### src/rtl/csr_pkg.sv
// Shared constants for the CSR commit path: CSR numbers, ecodes,
// writeback op encodings and the commit FSM state encoding.
package csr_pkg;

  localparam logic [13:0] CSR_CRMD   = 14'h0;
  localparam logic [13:0] CSR_ECFG   = 14'h4;
  localparam logic [13:0] CSR_ESTAT  = 14'h5;
  localparam logic [13:0] CSR_ERA    = 14'h6;
  localparam logic [13:0] CSR_EENTRY = 14'hC;
  localparam logic [13:0] CSR_TID    = 14'h40;

  localparam logic [5:0] EC_INT = 6'h00;
  localparam logic [5:0] EC_ADE = 6'h08;
  localparam logic [5:0] EC_ALE = 6'h09;
  localparam logic [5:0] EC_BRK = 6'h0C;
  localparam logic [5:0] EC_INE = 6'h0D;

  typedef enum logic [2:0] {
    OP_NONE    = 3'd0,
    OP_CSRRD   = 3'd1,
    OP_CSRWR   = 3'd2,
    OP_CSRXCHG = 3'd3,
    OP_ERTN    = 3'd4,
    OP_RDCNTVL = 3'd5,
    OP_RDCNTVH = 3'd6,
    OP_RDCNTID = 3'd7
  } ws_op_e;

  typedef enum logic [1:0] {
    ST_IDLE     = 2'd0,
    ST_EXEC     = 2'd1,
    ST_ERTN_FIN = 2'd2,
    ST_DISCARD  = 2'd3
  } state_e;

  // Writes to these CSRs can change interrupt enables or pending state,
  // so younger bundles must be refetched.
  function automatic logic is_int_ctl_csr(input logic [13:0] num);
    return (num == CSR_CRMD) || (num == CSR_ECFG) || (num == CSR_ESTAT);
  endfunction

  function automatic logic op_writes_rf(input ws_op_e op);
    return (op != OP_NONE) && (op != OP_ERTN);
  endfunction

endpackage

### src/rtl/csr_commit_ctrl.sv
// Writeback-stage CSR commit controller: turns a latched WB bundle into
// CSR read/write strobes, GPR writeback, exception/ERTN commits and
// fetch redirects.
//
// state    | meaning
// ---------+-----------------------------------------------------------
// IDLE     | no bundle held, ready for the next one
// EXEC     | latched bundle drives its CSR/RF/commit outputs this cycle
// ERTN_FIN | ERA captured, pulse ertn_flush + redirect to ERA
// DISCARD  | drop wrong-path bundles until pc == redirect target
module csr_commit_ctrl
  import csr_pkg::*;
#(
  parameter logic [5:0]  ECODE_INT   = EC_INT,
  parameter logic [13:0] CSR_ERA_NUM = CSR_ERA,
  parameter logic [13:0] CSR_TID_NUM = CSR_TID
) (
  input  logic        clk,
  input  logic        reset,
  input  logic        ws_valid,
  output logic        ws_ready,
  input  logic [31:0] ws_pc,
  input  logic [2:0]  ws_op,
  input  logic [13:0] ws_csr_num,
  input  logic [31:0] ws_rj_value,
  input  logic [31:0] ws_rd_value,
  input  logic [4:0]  ws_dest,
  input  logic        ws_ex,
  input  logic [5:0]  ws_ecode,
  input  logic [8:0]  ws_esubcode,
  input  logic [31:0] ws_vaddr,
  output logic        csr_re,
  output logic        csr_we,
  output logic [13:0] csr_num,
  output logic [31:0] csr_wmask,
  output logic [31:0] csr_wvalue,
  input  logic [31:0] csr_rvalue,
  input  logic [31:0] csr_eentry,
  input  logic        has_int,
  input  logic [63:0] stable_counter_value,
  output logic        wb_ex,
  output logic        ertn_flush,
  output logic [5:0]  wb_ecode,
  output logic [8:0]  wb_esubcode,
  output logic [31:0] wb_pc,
  output logic [31:0] wb_vaddr,
  output logic        rf_we,
  output logic [4:0]  rf_waddr,
  output logic [31:0] rf_wdata,
  output logic        flush,
  output logic [31:0] flush_pc
);

  state_e      r_state;
  state_e      w_state_nxt;

  logic [31:0] r_pc;
  ws_op_e      r_op;
  logic [13:0] r_num;
  logic [31:0] r_rj;
  logic [31:0] r_rd;
  logic [4:0]  r_dest;
  logic        r_ex;
  logic [5:0]  r_ecode;
  logic [8:0]  r_esub;
  logic [31:0] r_vaddr;
  logic [31:0] r_era;
  logic [31:0] r_flush_pc;

  logic        w_trap;
  logic        w_csr_wr;
  logic        w_csr_flush;
  logic        w_ertn;
  logic        w_redirect;
  logic        w_accept;

  // Decode of the latched bundle; only meaningful while in EXEC.
  always_comb begin
    w_trap      = has_int | r_ex;
    w_csr_wr    = (r_op == OP_CSRWR) || (r_op == OP_CSRXCHG);
    w_csr_flush = w_csr_wr && is_int_ctl_csr(r_num) && !w_trap;
    w_ertn      = (r_op == OP_ERTN) && !w_trap;
    w_redirect  = w_trap || w_csr_flush || w_ertn;
    w_accept    = ws_valid && ws_ready &&
                  ((r_state != ST_DISCARD) || (ws_pc == r_flush_pc));
  end

  // State register.
  always_ff @(posedge clk) begin
    if (reset) r_state <= ST_IDLE;
    else       r_state <= w_state_nxt;
  end

  // Next-state logic.
  always_comb begin
    w_state_nxt = r_state;
    case (r_state)
      ST_IDLE:     w_state_nxt = w_accept ? ST_EXEC : ST_IDLE;
      ST_EXEC: begin
        if (w_trap || w_csr_flush) w_state_nxt = ST_DISCARD;
        else if (w_ertn)           w_state_nxt = ST_ERTN_FIN;
        else if (w_accept)         w_state_nxt = ST_EXEC;
        else                       w_state_nxt = ST_IDLE;
      end
      ST_ERTN_FIN: w_state_nxt = ST_DISCARD;
      ST_DISCARD:  w_state_nxt = w_accept ? ST_EXEC : ST_DISCARD;
      default:     w_state_nxt = ST_IDLE;
    endcase
  end

  // Output logic; reset suppresses every pulse so an interrupted ERTN never redirects.
  always_comb begin
    ws_ready    = 1'b0;
    csr_re      = 1'b0;
    csr_we      = 1'b0;
    csr_num     = 14'd0;
    csr_wmask   = 32'd0;
    csr_wvalue  = 32'd0;
    wb_ex       = 1'b0;
    ertn_flush  = 1'b0;
    wb_ecode    = 6'd0;
    wb_esubcode = 9'd0;
    wb_pc       = 32'd0;
    wb_vaddr    = 32'd0;
    rf_we       = 1'b0;
    rf_waddr    = 5'd0;
    rf_wdata    = 32'd0;
    flush       = 1'b0;
    flush_pc    = r_flush_pc;
    if (reset) begin
      ws_ready = 1'b1;
    end else begin
      case (r_state)
        ST_IDLE, ST_DISCARD: ws_ready = 1'b1;
        ST_EXEC: begin
          ws_ready = !w_redirect;
          if (w_trap) begin
            wb_ex       = 1'b1;
            wb_ecode    = has_int ? ECODE_INT : r_ecode;
            wb_esubcode = has_int ? 9'd0 : r_esub;
            wb_pc       = r_pc;
            wb_vaddr    = has_int ? 32'd0 : r_vaddr;
            flush       = 1'b1;
            flush_pc    = csr_eentry;
          end else begin
            case (r_op)
              OP_CSRRD, OP_CSRWR, OP_CSRXCHG: begin
                csr_re   = 1'b1;
                csr_num  = r_num;
                rf_wdata = csr_rvalue;
                if (w_csr_wr) begin
                  csr_we     = 1'b1;
                  csr_wmask  = (r_op == OP_CSRWR) ? 32'hFFFF_FFFF : r_rj;
                  csr_wvalue = r_rd;
                end
                if (w_csr_flush) begin
                  flush    = 1'b1;
                  flush_pc = r_pc + 32'd4;
                end
              end
              OP_ERTN: begin
                csr_re  = 1'b1;
                csr_num = CSR_ERA_NUM;
              end
              OP_RDCNTVL: rf_wdata = stable_counter_value[31:0];
              OP_RDCNTVH: rf_wdata = stable_counter_value[63:32];
              OP_RDCNTID: begin
                csr_re   = 1'b1;
                csr_num  = CSR_TID_NUM;
                rf_wdata = csr_rvalue;
              end
              default: ;
            endcase
            if (op_writes_rf(r_op) && (r_dest != 5'd0)) begin
              rf_we    = 1'b1;
              rf_waddr = r_dest;
            end
          end
        end
        ST_ERTN_FIN: begin
          ertn_flush = 1'b1;
          flush      = 1'b1;
          flush_pc   = r_era;
        end
        default: ;
      endcase
    end
  end

  // Latch the accepted bundle.
  always_ff @(posedge clk) begin
    if (reset) begin
      r_pc    <= 32'd0;
      r_op    <= OP_NONE;
      r_num   <= 14'd0;
      r_rj    <= 32'd0;
      r_rd    <= 32'd0;
      r_dest  <= 5'd0;
      r_ex    <= 1'b0;
      r_ecode <= 6'd0;
      r_esub  <= 9'd0;
      r_vaddr <= 32'd0;
    end else if (w_accept) begin
      r_pc    <= ws_pc;
      r_op    <= ws_op_e'(ws_op);
      r_num   <= ws_csr_num;
      r_rj    <= ws_rj_value;
      r_rd    <= ws_rd_value;
      r_dest  <= ws_dest;
      r_ex    <= ws_ex;
      r_ecode <= ws_ecode;
      r_esub  <= ws_esubcode;
      r_vaddr <= ws_vaddr;
    end
  end

  // Capture ERA during the ERTN read and remember every redirect target for DISCARD matching.
  always_ff @(posedge clk) begin
    if (reset) begin
      r_era      <= 32'd0;
      r_flush_pc <= 32'd0;
    end else begin
      if ((r_state == ST_EXEC) && w_ertn) r_era <= csr_rvalue;
      if (flush) r_flush_pc <= flush_pc;
    end
  end

endmodule

### config.mk
export PLATFORM = sky130hd
export DESIGN_NAME = csr_commit_ctrl
export DESIGN_NICKNAME = d
export VERILOG_FILES = /design/src/rtl/csr_pkg.sv /design/src/rtl/csr_commit_ctrl.sv
export SDC_FILE = /design/constraint.sdc
export NUM_CORES = 1
export LEC_CHECK = 0
export ABC_CLOCK_PERIOD_IN_PS = 3300
export CAP_MARGIN = 10
export CORE_AREA = 2 2 208 210
export CTS_BUF_LIST = sky130_fd_sc_hd__clkbuf_8
export DETAILED_ROUTE_END_ITERATION = 10
export DIE_AREA = 0 0 210 212
export GPL_TIMING_DRIVEN = 0
export MAX_ROUTING_LAYER = met4
export PLACE_DENSITY = 0.59
export SLEW_MARGIN = 20
export SYNTH_ARGS = -nofsm -noshare
export SYNTH_HDL_FRONTEND = slang
export SYNTH_SLANG_ARGS = --single-unit
### constraint.sdc
create_clock -name clk -period 3.3 [get_ports clk]
set_clock_uncertainty 0.1 [all_clocks]
set_input_delay 0.66 -clock clk [delete_from_list [all_inputs] [get_ports clk]]
set_output_delay 0.66 -clock clk [all_outputs]
set_load 0.01 [all_outputs]
### After elaboration in Yosys (flattened, before gate mapping)

Cells that the tools add are included.

* add/subtract/negate cells: 1
* equality and inequality tests: 15
* multiplexer cells: 73
* bitwise gates (word level): 1
* reduce and logical (&&, ||, !) cells: 24

Operators with widths (count)
* 32-bit two-way mux: 25
* 32-bit case mux with 3 select lines: 1
* 32-bit case mux with 2 select lines: 1
* 14-bit two-way mux: 3
* 14-bit case mux with 3 select lines: 1
* 9-bit two-way mux: 4
* 32-bit by 3-bit adder with 32-bit output, second input constant: 1
* 32-bit equality test: 1
* 14-bit by 3-bit equality test with 1-bit output, second input constant: 2
* 1-bit two-way mux: 24
* 6-bit two-way mux: 4
* 5-bit two-way mux: 4
* 14-bit logical NOT: 1
* 3-bit equality test, second input constant: 4
* 1-bit logical AND: 8
* 2-bit case mux with 4 select lines: 1
* 3-bit by 2-bit equality test with 1-bit output, second input constant: 2
* 1-bit logical OR: 6
* 2-bit two-way mux: 3
* 5-bit nonzero test: 1
* 5-bit OR reduction: 1
* 2-bit equality test, second input constant: 2
* 1-bit case mux with 2 select lines: 2
* 4-bit OR reduction: 1
* 10 further kinds: 11

* register bits after elaboration: 232
* bits of input ports: 298
* logic and storage cells: 127

### Logic depth before layout (Yosys ltp)

Gate-level depths: netlist of run 1.

* depth after elaboration: 16
* gate-level depth with buffers: 11
* mapped depth without buffers: 8

### Least setup slack after synthesis of run 1

OpenSTA, ideal clock, no wires.

* path kind: input to output
* start: input has_int
* end: output rf_wdata[26]
* arrival: 2.242 ns
* setup slack: 0.298 ns
* cell stages on the path: 8
* buffers on the path: 2
* cell sequence: or2_1 clkbuf_1 nor2_2 nand2_1 nor2_2 clkbuf_1 o221ai_1 a21oi_1

* cells in the longest elaborated chain, start to end: 4

Ends and longest elaborated chain
* start: declaration: line csr_commit_ctrl.sv:39 `input logic has_int,`
* 1-bit bitwise OR: line csr_commit_ctrl.sv:79 `w_trap = has_int | r_ex;`
* 32-bit two-way mux: line csr_commit_ctrl.sv:137 `if (w_trap) begin`
* 32-bit two-way mux: line csr_commit_ctrl.sv:133 `case (r_state)`
* 32-bit two-way mux: line csr_commit_ctrl.sv:130 `if (reset) begin`
* end: declaration: line csr_commit_ctrl.sv:49 `output logic [31:0] rf_wdata,`

No other way between the ends.

### Worst setup path in the final report of run 1

* start: register r_num[7]
* end: output flush_pc[21]

* cells in the longest elaborated chain, start to end: 10
* elaborated cells between the ends (all ways): 12
* those cells by class: 2 x eq/ne; 5 x mux; 5 x reduce/logical

Ends and longest elaborated chain
* start: declaration: line csr_commit_ctrl.sv:59 `logic [13:0] r_num;`
* start signal: assignment: line csr_commit_ctrl.sv:206 `r_num <= ws_csr_num;`
* 14-bit by 3-bit equality test with 1-bit output or 14-bit logical NOT (tied branches): line csr_pkg.sv:39 `return (num == CSR_CRMD) || (num == CSR_ECFG) || (num == CSR_ESTAT);`
* 1-bit logical OR: line csr_pkg.sv:39
* 1-bit logical OR (*): line csr_pkg.sv:39
* 1-bit logical AND (*) (2 in series): line csr_commit_ctrl.sv:81 `w_csr_flush = w_csr_wr && is_int_ctl_csr(r_num) && !w_trap;`
* 32-bit two-way mux (*): line csr_commit_ctrl.sv:156 `if (w_csr_flush) begin`
* 32-bit two-way mux (*): line csr_commit_ctrl.sv:146 `case (r_op)`
* 32-bit two-way mux (*): line csr_commit_ctrl.sv:137
* 32-bit case mux with 2 select lines (*): line csr_commit_ctrl.sv:133
* 32-bit two-way mux (*): line csr_commit_ctrl.sv:130
* end: declaration: line csr_commit_ctrl.sv:51 `output logic [31:0] flush_pc`

Mark *: on every way between the ends. The rest lies on a longest branch, timed or not.

==> reports/summary.txt, run 1 <==
Antenna-violating nets left: 0
Syn-to-layout area delta: 70.7%
H-tree levels: 2
Initial Util: 30.5%
Worst min path class: flip-flop to flip-flop
DIE WIDTH: 210 microns
Clock slew seen by the registers of the worst setup and hold paths: 0.06 ns
Seq/Total Area, Yosys: 35.9%
Site Rows: 76
Async S/R FF share, synth: 0%
Core area: 42500 sq um
Final Hold Viols: 0
Top_reg_cell synth: dfxtp_1
Routed WL per cell: 23.3 microns
CP cell instances: or4_4 > nor3_4 > buf_6 > buf_6 > a21oi_2 > a311oi_2 > a21oi_2 > o211ai_1 > buf_2
DP HPWL: 52.3 mm
Leak pwr: 0.00911 uW
Net Sw Frac: 30.1%
DP Worst Slack: -1.88 ns
Violated checks: setup timing
Vias in the first global route: 16500
First-pass GRT wire length: 101 mm
Routed WL: 70.3 mm
Tmin final: 3.71 ns
Routed vias/inst: 5.58
Synthesized net count: 2051
Family with the most delay on the worst path: simple AND/OR/NAND/NOR gates
Clock Latency Late Sink: 0.64 ns
DR vias: 16900
Most Crowded Layer GR: met2
GR Util met3: 7.64%
GPL Wtd Cong: 0.941
NetSw: 2390 uW
Die ar.: 44500 sq um
Critical Path Source: r_num[7]$_SDFFE_PP0P_
Worst ir drop on vdd: 256 uV
Crit path buffers/inverters: 3
Worst Setup End Kind: output port
Total global routing overflow: 0
CP Class: flip-flop to output port
Pin count of the biggest net entering global routing: 12
Max-cap viol count: 0
Comb pwr share: 21.6%
RSZ-0062 raised after global routing: yes
Post-synthesis cell area: 12900 sq um
TritonCTS clock tree: built
Max Fclk: 0.270 GHz
CP Launch Type: flip-flop
Crit path max fanout: 4
Mean Syn Cell Area: 7.41 sq um
M1 GR Usage: 36.2%
Relative slew slack: 41.8%
Nets: 2740
Synthesis-stage register bit count: 232
Max clock buf depth: 3
Layout Utilization: 52.0%
Reg-to-reg startpoint: r_num[10]$_SDFFE_PP0P_
Clk sinks: 232
Drt pass-1 iters: 5
DRT iter0 DRCs: 1151
Req. time, crit path: 2.54 ns
Die H: 212 microns
Post-synth EDFFs: 0
Tcrit/Tclk final: 112%
Cells after Synth: 1748
DRC viols: 0
Root buf cell: clkbuf_8
CTS buffer count: 46
Hold Slack: 0.359 ns
Ys Warns: 0
Filler instances: 4212
Slowest-stage cell, CP: or4_4
Final Setup Violations: 31
Initial antenna violation count: 7
Final setup margin: -0.409 ns
Int Power: 5550 uW
Layout cells sized above 1: 24.8%
Ports: 531
Power per cell area: 359 nW/um^2
Cell variety after synth: 70
Max-slew violations: 0
Sequential power share: 38.8%
Hold_sp: r_era[18]$_SDFFE_PP0P_
Met2 Usage GRT: 50.8%
Number of port buffers: 529
Slowest stage delay, CP: 0.58 ns
Status: complete, but fails checks
Slew at the pin with the worst max-slew slack: 0.874 ns
Data arrival time of the critical path: 2.95 ns
Setup TNS: -6.68 ns
All-Layer GR Usage: 30.9%
Clock Power Share: 39.6%
[routing by layer]
layer	part of all wire (%)	routed length [microns]
met2	48	33500
met1	40	27900
met5	0	0
met4	4.5	3160
met3	8.1	5710
[worst min-delay path: cells and delay by family (launching register included)]
family,cells,cell delay [ns]
flops,1,0.31
compound gates,1,0.05
simple gates,1,0.05
[layout by cell type (no fill, tap or decap), drive strengths merged, types with 5 or more instances in the layout]
master	instances
clkdlybuf4s50	299
a21oi	263
buf	243
o21ai	240
clkbuf	235
dfxtp	232
nand3	199
nand2	104
nor2	87
and2	84
dlygate4sd2	73
and3	48
xor2	38
o21a	38
o221ai	32
inv	29
dlymetal6s2s	23
nor4	21
a211oi	20
xnor2	14
nand4	13
nor3	12
a311oi	12
a221oi	10
a31oi	10
o211ai	9
clkdlybuf4s15	9
diode	7
or4	6
o221a	6
a221o	5
o31a	5
and4	5
o31ai	5
ha	5
[cells by family (layout without fill, tap and decap cells)]
logic type	count (synthesis)	count (layout)	synth area share, %
simple gates	592	592	23.6
mux	1	1	0.0870
xor+xnor	52	52	3.52
fa+ha+maj	5	5	0.483
buf+inv	193	916	5.95
compound gates	673	673	30.5
other cells	0	7	0
flops	232	232	35.9
[synth_stat cells (all sizes together), types with 3 or more instances]
library cell  instances  area (sq um)
o2bb2ai               3          26.3
and4                  5          43.8
and3                 48           300
or4                   6          48.8
a211oi               20           155
o211ai                9          77.6
clkbuf              150           564
nand2b                4          25.0
nor3                 12          76.3
o21ai               240          1200
a311oi               12           124
a221o                 5          50.1
a221oi               10          87.6
nor4                 21           153
dfxtp               232          4640
o221a                 6          67.6
xnor2                14           123
o21a                 38           285
inv                   9          33.8
nand3               199          1010
a22oi                 3          22.5
o31a                  5          43.8
ha                    5          62.6
nor2b                 4          25.0
nand4                13          87.6
and2                 84           526
xor2                 38           333
buf                  33           169
o31ai                 5          37.5
nor2                 87           334
a21oi               263          1320
o221ai               32           280
a31oi                10          62.6
nand2               104           393
[flip-flops by register name, indices dropped and copies added, names as in the netlist]
signal and count:
r_dest 5, r_ecode 6, r_era 32, r_esub 9, r_ex 1, r_flush_pc 32, r_num 14, r_op 3
r_pc 32, r_rd 32, r_rj 32, r_state 2, r_vaddr 32
[repair_timing]
| item | CTS | global route |
|---|---|---|
| setup endpoints to repair | 355 | 273 |
| cloned | 6 | 1 |
| pin swaps | 68 | 66 |
| gates resized for setup | 800 | 293 |
| hold buffers | 0 | 0 |
| buffers inserted | 80 | 39 |
[area by class of cell]
class	count	area (sq um)	share of cell area [%]
Multi-Input combinational cell	1323	8730	39.5
Timing Repair Buffer	649	5920	26.8
Sequential cell	232	4710	21.3
Buffer	175	1030	4.65
Clock buffer	58	798	3.61
Tap cell	546	683	3.09
Clock inverter	24	173	0.781
Inverter	10	41.3	0.187
Antenna cell	7	17.5	0.0793
[power by group through the flow]
| stage | Clock, uW | Sequential [uW] | Combinational (uW) |
|---|---|---|---|
| finish | 3150 | 3080 | 1710 |
| global route | 3330 | 3090 | 1820 |
| CTS | 3190 | 3070 | 1600 |
| detailed placement | 0 | 3120 | 1400 |
| global placement | 0 | 3110 | 1390 |
| floorplan | 0 | 3080 | 635 |
[final timing paths]
path	to	slack, ns	cells past startpoint
min reg2reg	r_era[18]$_SDFFE_PP0P_	0.36	2
max reg2reg	r_flush_pc[7]$_SDFFE_PP0P_	0.07	19
min	r_era[18]$_SDFFE_PP0P_	0.36	2
max	flush_pc[21]	-0.41	9
[through the flow]
step	cells	area, sq um	total power [uW]
after global routing	3024	22100	8250
final	3024	22100	7940
after CTS	2985	21400	7860
after floorplan	1748	12900	3710
after detailed placement	2823	18900	4520
after global placement	2823	18900	4500
Power figures use the tool's default switching activity.
==> inputs of run 2 (changes only) <==
Settings changed: SKIP_CTS_REPAIR_TIMING from default to 1.
==> reports/summary.txt, run 2 (synthesized netlist as in run 1, its figures left out) <==
Status: complete, but fails checks (unchanged)
Violated checks: setup timing (unchanged)
Slew at the pin with the worst max-slew slack: 0.864 ns (was 0.874 ns)
GR Util met3: 6.68% (was 7.64%)
Die ar.: 44500 sq um (unchanged)
Initial antenna violation count: 6 (was 7)
Final Hold Viols: 0 (unchanged)
Site Rows: 76 (unchanged)
First-pass GRT wire length: 97.3 mm (was 101 mm)
Total placed cells including tap cells: 2823 (unchanged)
CP Class: flip-flop to output port (unchanged)
Routed WL per cell: 23.2 microns (was 23.3 microns)
Worst min path class: flip-flop to flip-flop (unchanged)
Data arrival time of the critical path: 2.99 ns (was 2.95 ns)
Most Crowded Layer GR: met2 (unchanged)
Crit path max fanout: 7 (was 4)
Req. time, crit path: 2.54 ns (about the same)
Vias in the first global route: 15900 (was 16500)
Most frequent cells in the layout: 300 x clkdlybuf4s50_1, 235 x a21oi_1, 219 x o21ai_0, 202 x dfxtp_1, 191 x nand3_1 (was 299 x clkdlybuf4s50_1, 237 x a21oi_1, 215 x o21ai_0, 207 x dfxtp_1, 189 x nand3_1)
Worst ir drop on vdd: 264 uV (was 256 uV)
Power per cell area: 350 nW/um^2 (was 359 nW/um^2)
Relative slew slack: 42.4% (was 41.8%)
M1 GR Usage: 35.8% (was 36.2%)
Max clock buf depth: 3 (unchanged)
DP Worst Slack: -1.88 ns (unchanged)
TritonCTS clock tree: built (unchanged)
Tmin final: 3.75 ns (was 3.71 ns)
Worst Setup End Kind: output port (unchanged)
Hold path depth: 2 (unchanged)
Commonest non-fill, non-tap cell in the layout: clkdlybuf4s50_1 (unchanged)
Leak pwr: 0.0104 uW (was 0.00911 uW)
Finished Layout Cells: 3029 (was 3024)
Clk sinks: 232 (unchanged)
Routed vias/inst: 5.56 (was 5.58)
R2R cell count: 11 (was 19)
Met2 Usage GRT: 48.5% (was 50.8%)
Clock slew seen by the registers of the worst setup and hold paths: 0.06 ns (about the same)
Nets: 2746 (was 2740)
H-tree levels: 2 (unchanged)
Max-slew violations: 0 (unchanged)
DIE WIDTH: 210 microns (unchanged)
Core area: 42500 sq um (unchanged)
Syn-to-layout area delta: 74.3% (was 70.7%)
Pin count of the biggest net entering global routing: 12 (unchanged)
Max-cap viol count: 0 (unchanged)
DR vias: 16900 (about the same)
Antenna-violating nets left: 0 (unchanged)
Total global routing overflow: 0 (unchanged)
GPL Wtd Cong: 0.941 (unchanged)
Max Fclk: 0.267 GHz (was 0.270 GHz)
RSZ-0062 raised after global routing: yes (unchanged)
Initial Util: 30.5% (unchanged)
DRT iter0 DRCs: 1206 (was 1151)
Root buf cell: clkbuf_8 (unchanged)
Filler instances: 4128 (was 4212)
CP Launch Type: flip-flop (unchanged)
Ports: 531 (unchanged)
Layout cells sized above 1: 25.3% (was 24.8%)
Final setup margin: -0.451 ns (was -0.409 ns)
Die H: 212 microns (unchanged)
Number of port buffers: 529 (unchanged)
Drt pass-1 iters: 6 (was 5)
All-Layer GR Usage: 29.9% (was 30.9%)
DP HPWL: 52.3 mm (unchanged)
Clock Latency Late Sink: 0.63 ns (was 0.64 ns)
Routed WL: 70.3 mm (about the same)
Final Setup Violations: 72 (was 31)
CTS buffer count: 46 (unchanged)
Tcrit/Tclk final: 114% (was 112%)
DRC viols: 0 (unchanged)
run 2: cell count changes in the layout (fill, tap and decap cells not counted), sizes merged:
cell,delta
buf,+27
clkbuf,-30
clkdlybuf4s15,-9
clkdlybuf4s50,+1
clkinv,-1
clkinvlp,+3
diode,-1
dlygate4sd2,-73
dlymetal6s2s,+90
inv,-2
run 2: final timing paths:
kind | from | end | slack [ns]
setup / recovery | r_num[10]$_SDFFE_PP0P_ | flush_pc[25] | -0.45
hold / removal | r_era[18]$_SDFFE_PP0P_ | r_era[18]$_SDFFE_PP0P_ | 0.36
hold reg to reg | r_era[18]$_SDFFE_PP0P_ | r_era[18]$_SDFFE_PP0P_ | 0.36
setup reg to reg | r_state[1]$_SDFF_PP0_ | r_op[2]$_SDFFE_PP0P_ | 0.23
run 2: worst max-delay path, stage by stage (launching register included):
cell,delay (ns)
dfxtp_4,0.36
or4_4,0.59
nor3_4,0.29
buf_6,0.15
nand3_4,0.12
a311o_1,0.36
a32oi_2,0.26
o21ai_2,0.11
clkbuf_2,0.15
run 2: where the power goes:
group	switching, uW	internal, uW	total [uW]
Combinational	907	775	1680
Clock	1340	1800	3140
Sequential	130	2950	3080
run 2: final cells by class:
cell class,instances,area [sq um],share of cell area (%)
antenna,6,15.0,0.0665
buffer,176,986,4.37
clock buffer,58,798,3.54
clock inverter,24,173,0.765
inverter,10,51.3,0.227
multi-input combinational,1323,8800,39.0
sequential,232,4710,20.9
tap,546,683,3.03
timing repair buffer,654,6340,28.1
run 2: metrics by stage:
| stage | hold WS (ns) | utilization, % | power, uW | instance area, sq um | setup TNS [ns] |
|---|---|---|---|---|---|
| floorplan | 0.336 | - | 3710 | 12900 | 0 |
| global placement | 0.353 | 44.5 | 4500 | 18900 | -373.10 |
| detailed placement | 0.354 | 44.5 | 4520 | 18900 | -368.88 |
| CTS | 0.361 | 46.8 | 7650 | 19900 | -329.53 |
| global route | 0.392 | 53.1 | 8210 | 22600 | -19.12 |
| finish | 0.360 | 53.1 | 7900 | 22600 | -10.09 |
run 2: per-layer routing:
layer / wire length (microns) / up-vias
li1: - / 7782
met1: 27800 / 8118
met2: 33800 / 790
met3: 5780 / 165
met4: 2870 / 0
met5: 0 / -
==> inputs of run 3 (changes only) <==
Settings changed: REMOVE_ABC_BUFFERS from default to 1.
==> reports/summary.txt, run 3 (synthesized netlist as in run 1, its figures left out) <==
Status: complete, but fails checks (unchanged)
Violated checks: setup timing (unchanged)
Tcrit/Tclk final: 113% (was 114%)
CP cell instances: inv_4 > ha_4 > clkinvlp_4 > buf_4 > clkbuf_16 > buf_4 > nor4_1 > clkdlybuf4s50_1 (was or4_4 > nor3_4 > buf_6 > nand3_4 > a311o_1 > a32oi_2 > o21ai_2 > clkbuf_2)
Die ar.: 44500 sq um (unchanged)
CP Class: flip-flop to output port (unchanged)
Final Hold Viols: 0 (unchanged)
Reg-to-reg startpoint: r_num[13]$_SDFFE_PP0P_ (was r_state[1]$_SDFF_PP0_)
Routed WL: 71.5 mm (was 70.3 mm)
Crit path buffers/inverters: 6 (was 2)
Max clock buf depth: 3 (unchanged)
Crit-path most repeated cell: buf_4
R2R cell count: 9 (was 11)
Pin count of the biggest net entering global routing: 112 (was 12)
Power per cell area: 342 nW/um^2 (was 350 nW/um^2)
Core area: 42500 sq um (unchanged)
M1 GR Usage: 32.5% (was 35.8%)
DRC viols: 0 (unchanged)
Final Setup Violations: 157 (was 72)
Max-slew violations: 0 (unchanged)
Leak pwr: 0.0104 uW (about the same)
Vias in the first global route: 15200 (was 15900)
Final setup margin: -0.430 ns (was -0.451 ns)
Syn-to-layout area delta: 76.2% (was 74.3%)
Total global routing overflow: 0 (unchanged)
First-pass GRT wire length: 94.1 mm (was 97.3 mm)
Site Rows: 76 (unchanged)
All-Layer GR Usage: 28.4% (was 29.9%)
Met2 Usage GRT: 47.2% (was 48.5%)
DP Worst Slack: -1.74 ns (was -1.88 ns)
Max Fclk: 0.268 GHz (was 0.267 GHz)
Drt pass-1 iters: 6 (unchanged)
GPL Wtd Cong: 0.931 (was 0.941)
Data arrival time of the critical path: 2.97 ns (was 2.99 ns)
Antenna-violating nets left: 0 (unchanged)
Slew at the pin with the worst max-slew slack: 0.991 ns (was 0.864 ns)
Clk sinks: 232 (unchanged)
DP HPWL: 46.5 mm (was 52.3 mm)
Routed WL per cell: 24.4 microns (was 23.2 microns)
Family with the most delay on the worst path: buffers and inverters (was simple AND/OR/NAND/NOR gates)
Ports: 531 (unchanged)
DR vias: 16800 (was 16900)
Worst min path class: input pin to flip-flop (was flip-flop to flip-flop)
Slowest-stage cell, CP: clkdlybuf4s50_1 (was or4_4)
Filler instances: 3982 (was 4128)
Routed vias/inst: 5.75 (was 5.56)
TritonCTS clock tree: built (unchanged)
Clock Latency Late Sink: 0.64 ns (was 0.63 ns)
Most frequent cells in the layout: 304 x clkdlybuf4s50_1, 241 x a21oi_1, 223 x o21ai_0, 200 x dfxtp_1, 193 x nand3_1 (was 300 x clkdlybuf4s50_1, 235 x a21oi_1, 219 x o21ai_0, 202 x dfxtp_1, 191 x nand3_1)
CTS buffer count: 44 (was 46)
Root buf cell: clkbuf_8 (unchanged)
Worst ir drop on vdd: 284 uV (was 264 uV)
DIE WIDTH: 210 microns (unchanged)
Hold_sp: reset (was r_era[18]$_SDFFE_PP0P_)
Worst reg2reg setup slack: 0.01 ns (was 0.23 ns)
FF-to-FF End: r_esub[5]$_SDFFE_PP0P_ (was r_op[2]$_SDFFE_PP0P_)
Critical path depth in cells: 8 (unchanged)
Total placed cells including tap cells: 2678 (was 2823)
Die H: 212 microns (unchanged)
Req. time, crit path: 2.54 ns (about the same)
DRT iter0 DRCs: 1339 (was 1206)
Commonest non-fill, non-tap cell in the layout: clkdlybuf4s50_1 (unchanged)
Slowest stage delay, CP: 0.66 ns (was 0.59 ns)
RSZ-0062 raised after global routing: yes (unchanged)
Relative slew slack: 33.9% (was 42.4%)
H-tree levels: 2 (unchanged)
Max-cap viol count: 0 (unchanged)
GR Util met3: 7.77% (was 6.68%)
Initial antenna violation count: 2 (was 6)
CP Launch Type: flip-flop (unchanged)
Hold path depth: 2 (unchanged)
Tmin final: 3.73 ns (was 3.75 ns)
Number of port buffers: 530 (was 529)
Most Crowded Layer GR: met2 (unchanged)
Clock slew seen by the registers of the worst setup and hold paths: 0.06 ns (about the same)
Layout cells sized above 1: 26.4% (was 25.3%)
Crit path max fanout: 5 (was 7)
Worst Setup End Kind: output port (unchanged)
Hold endpoint: r_rd[6]$_SDFFE_PP0P_ (was r_era[18]$_SDFFE_PP0P_)
Initial Util: 30.5% (unchanged)
Finished Layout Cells: 2931 (was 3029)
Nets: 2657 (was 2746)
==> run 3: changes by cell type in the layout (fill, tap and decap cells not counted), sizes merged, moves of 3 or more <==
cell           change
dlymetal6s2s      -13
nor2               +3
clkbuf           -117
buf               +26
clkdlybuf4s50      +4
diode              -4
==> run 3: worst reg2reg max path: cells and delay by family (launching register included) <==
family | cells | cell delay, ns
compound gates | 4 | 1.37
buf+inv | 3 | 0.80
flops | 1 | 0.36
simple gates | 2 | 0.58
==> run 3: final cells by class <==
| type | count | area, sq um | share of cell area [%] |
|---|---|---|---|
| Timing Repair inverter | 1 | 7.51 | 0.0329 |
| Antenna cell | 2 | 5.00 | 0.0219 |
| Sequential cell | 232 | 4740 | 20.8 |
| Tap cell | 546 | 683 | 3.00 |
| Timing Repair Buffer | 737 | 7680 | 33.7 |
| Inverter | 10 | 53.8 | 0.236 |
| Clock buffer | 51 | 702 | 3.08 |
| Clock inverter | 24 | 149 | 0.653 |
| Multi-Input combinational cell | 1328 | 8790 | 38.5 |
==> run 3: how the worst max path moves through the flow <==
stage / from / slack, ns / to
final: r_state[1]$_SDFF_PP0_ / -0.43 / wb_pc[23]
after global routing: r_pc[10]$_SDFFE_PP0P_ / -0.43 / flush_pc[31]
after CTS: r_op[1]$_SDFFE_PP0P_ / -2.39 / flush_pc[31]
after detailed placement: r_op[1]$_SDFFE_PP0P_ / -1.74 / flush_pc[31]
after global placement: reset / -18.93 / r_rj[31]$_SDFFE_PP0P_
after floorplan: ws_pc[27] / -3.99 / r_dest[0]$_SDFFE_PP0P_
==> run 3: power breakdown <==
group	switching, uW	leakage (uW)	internal [uW]	total, uW
registers	141	0.00192	2950	3090
logic	939	0.00793	902	1840
clock network	1330	0.000510	1550	2880
total	2410	0.0104	5400	7810
==> run 3: metrics by stage <==
step	instance area (sq um)	hold WS [ns]	total power (uW)	util [%]	TNS, ns
finish	22800	0.304	7810	53.7	-19.36
global route	22800	0.281	8110	53.7	-37.19
CTS	20000	0.234	7430	47.0	-524.45
detailed placement	19100	0.348	4550	45.0	-354.80
global placement	18200	0.342	4490	42.8	-6436.08
floorplan	12200	0.330	3640	-	-734.54
==> run 3: metal layers <==
metal / routed length (microns) / vias to the layer above
li1: - / 7596
met1: 26500 / 8127
met3: 6900 / 186
met2: 34200 / 934
met5: 0 / -
met4: 3800 / 0
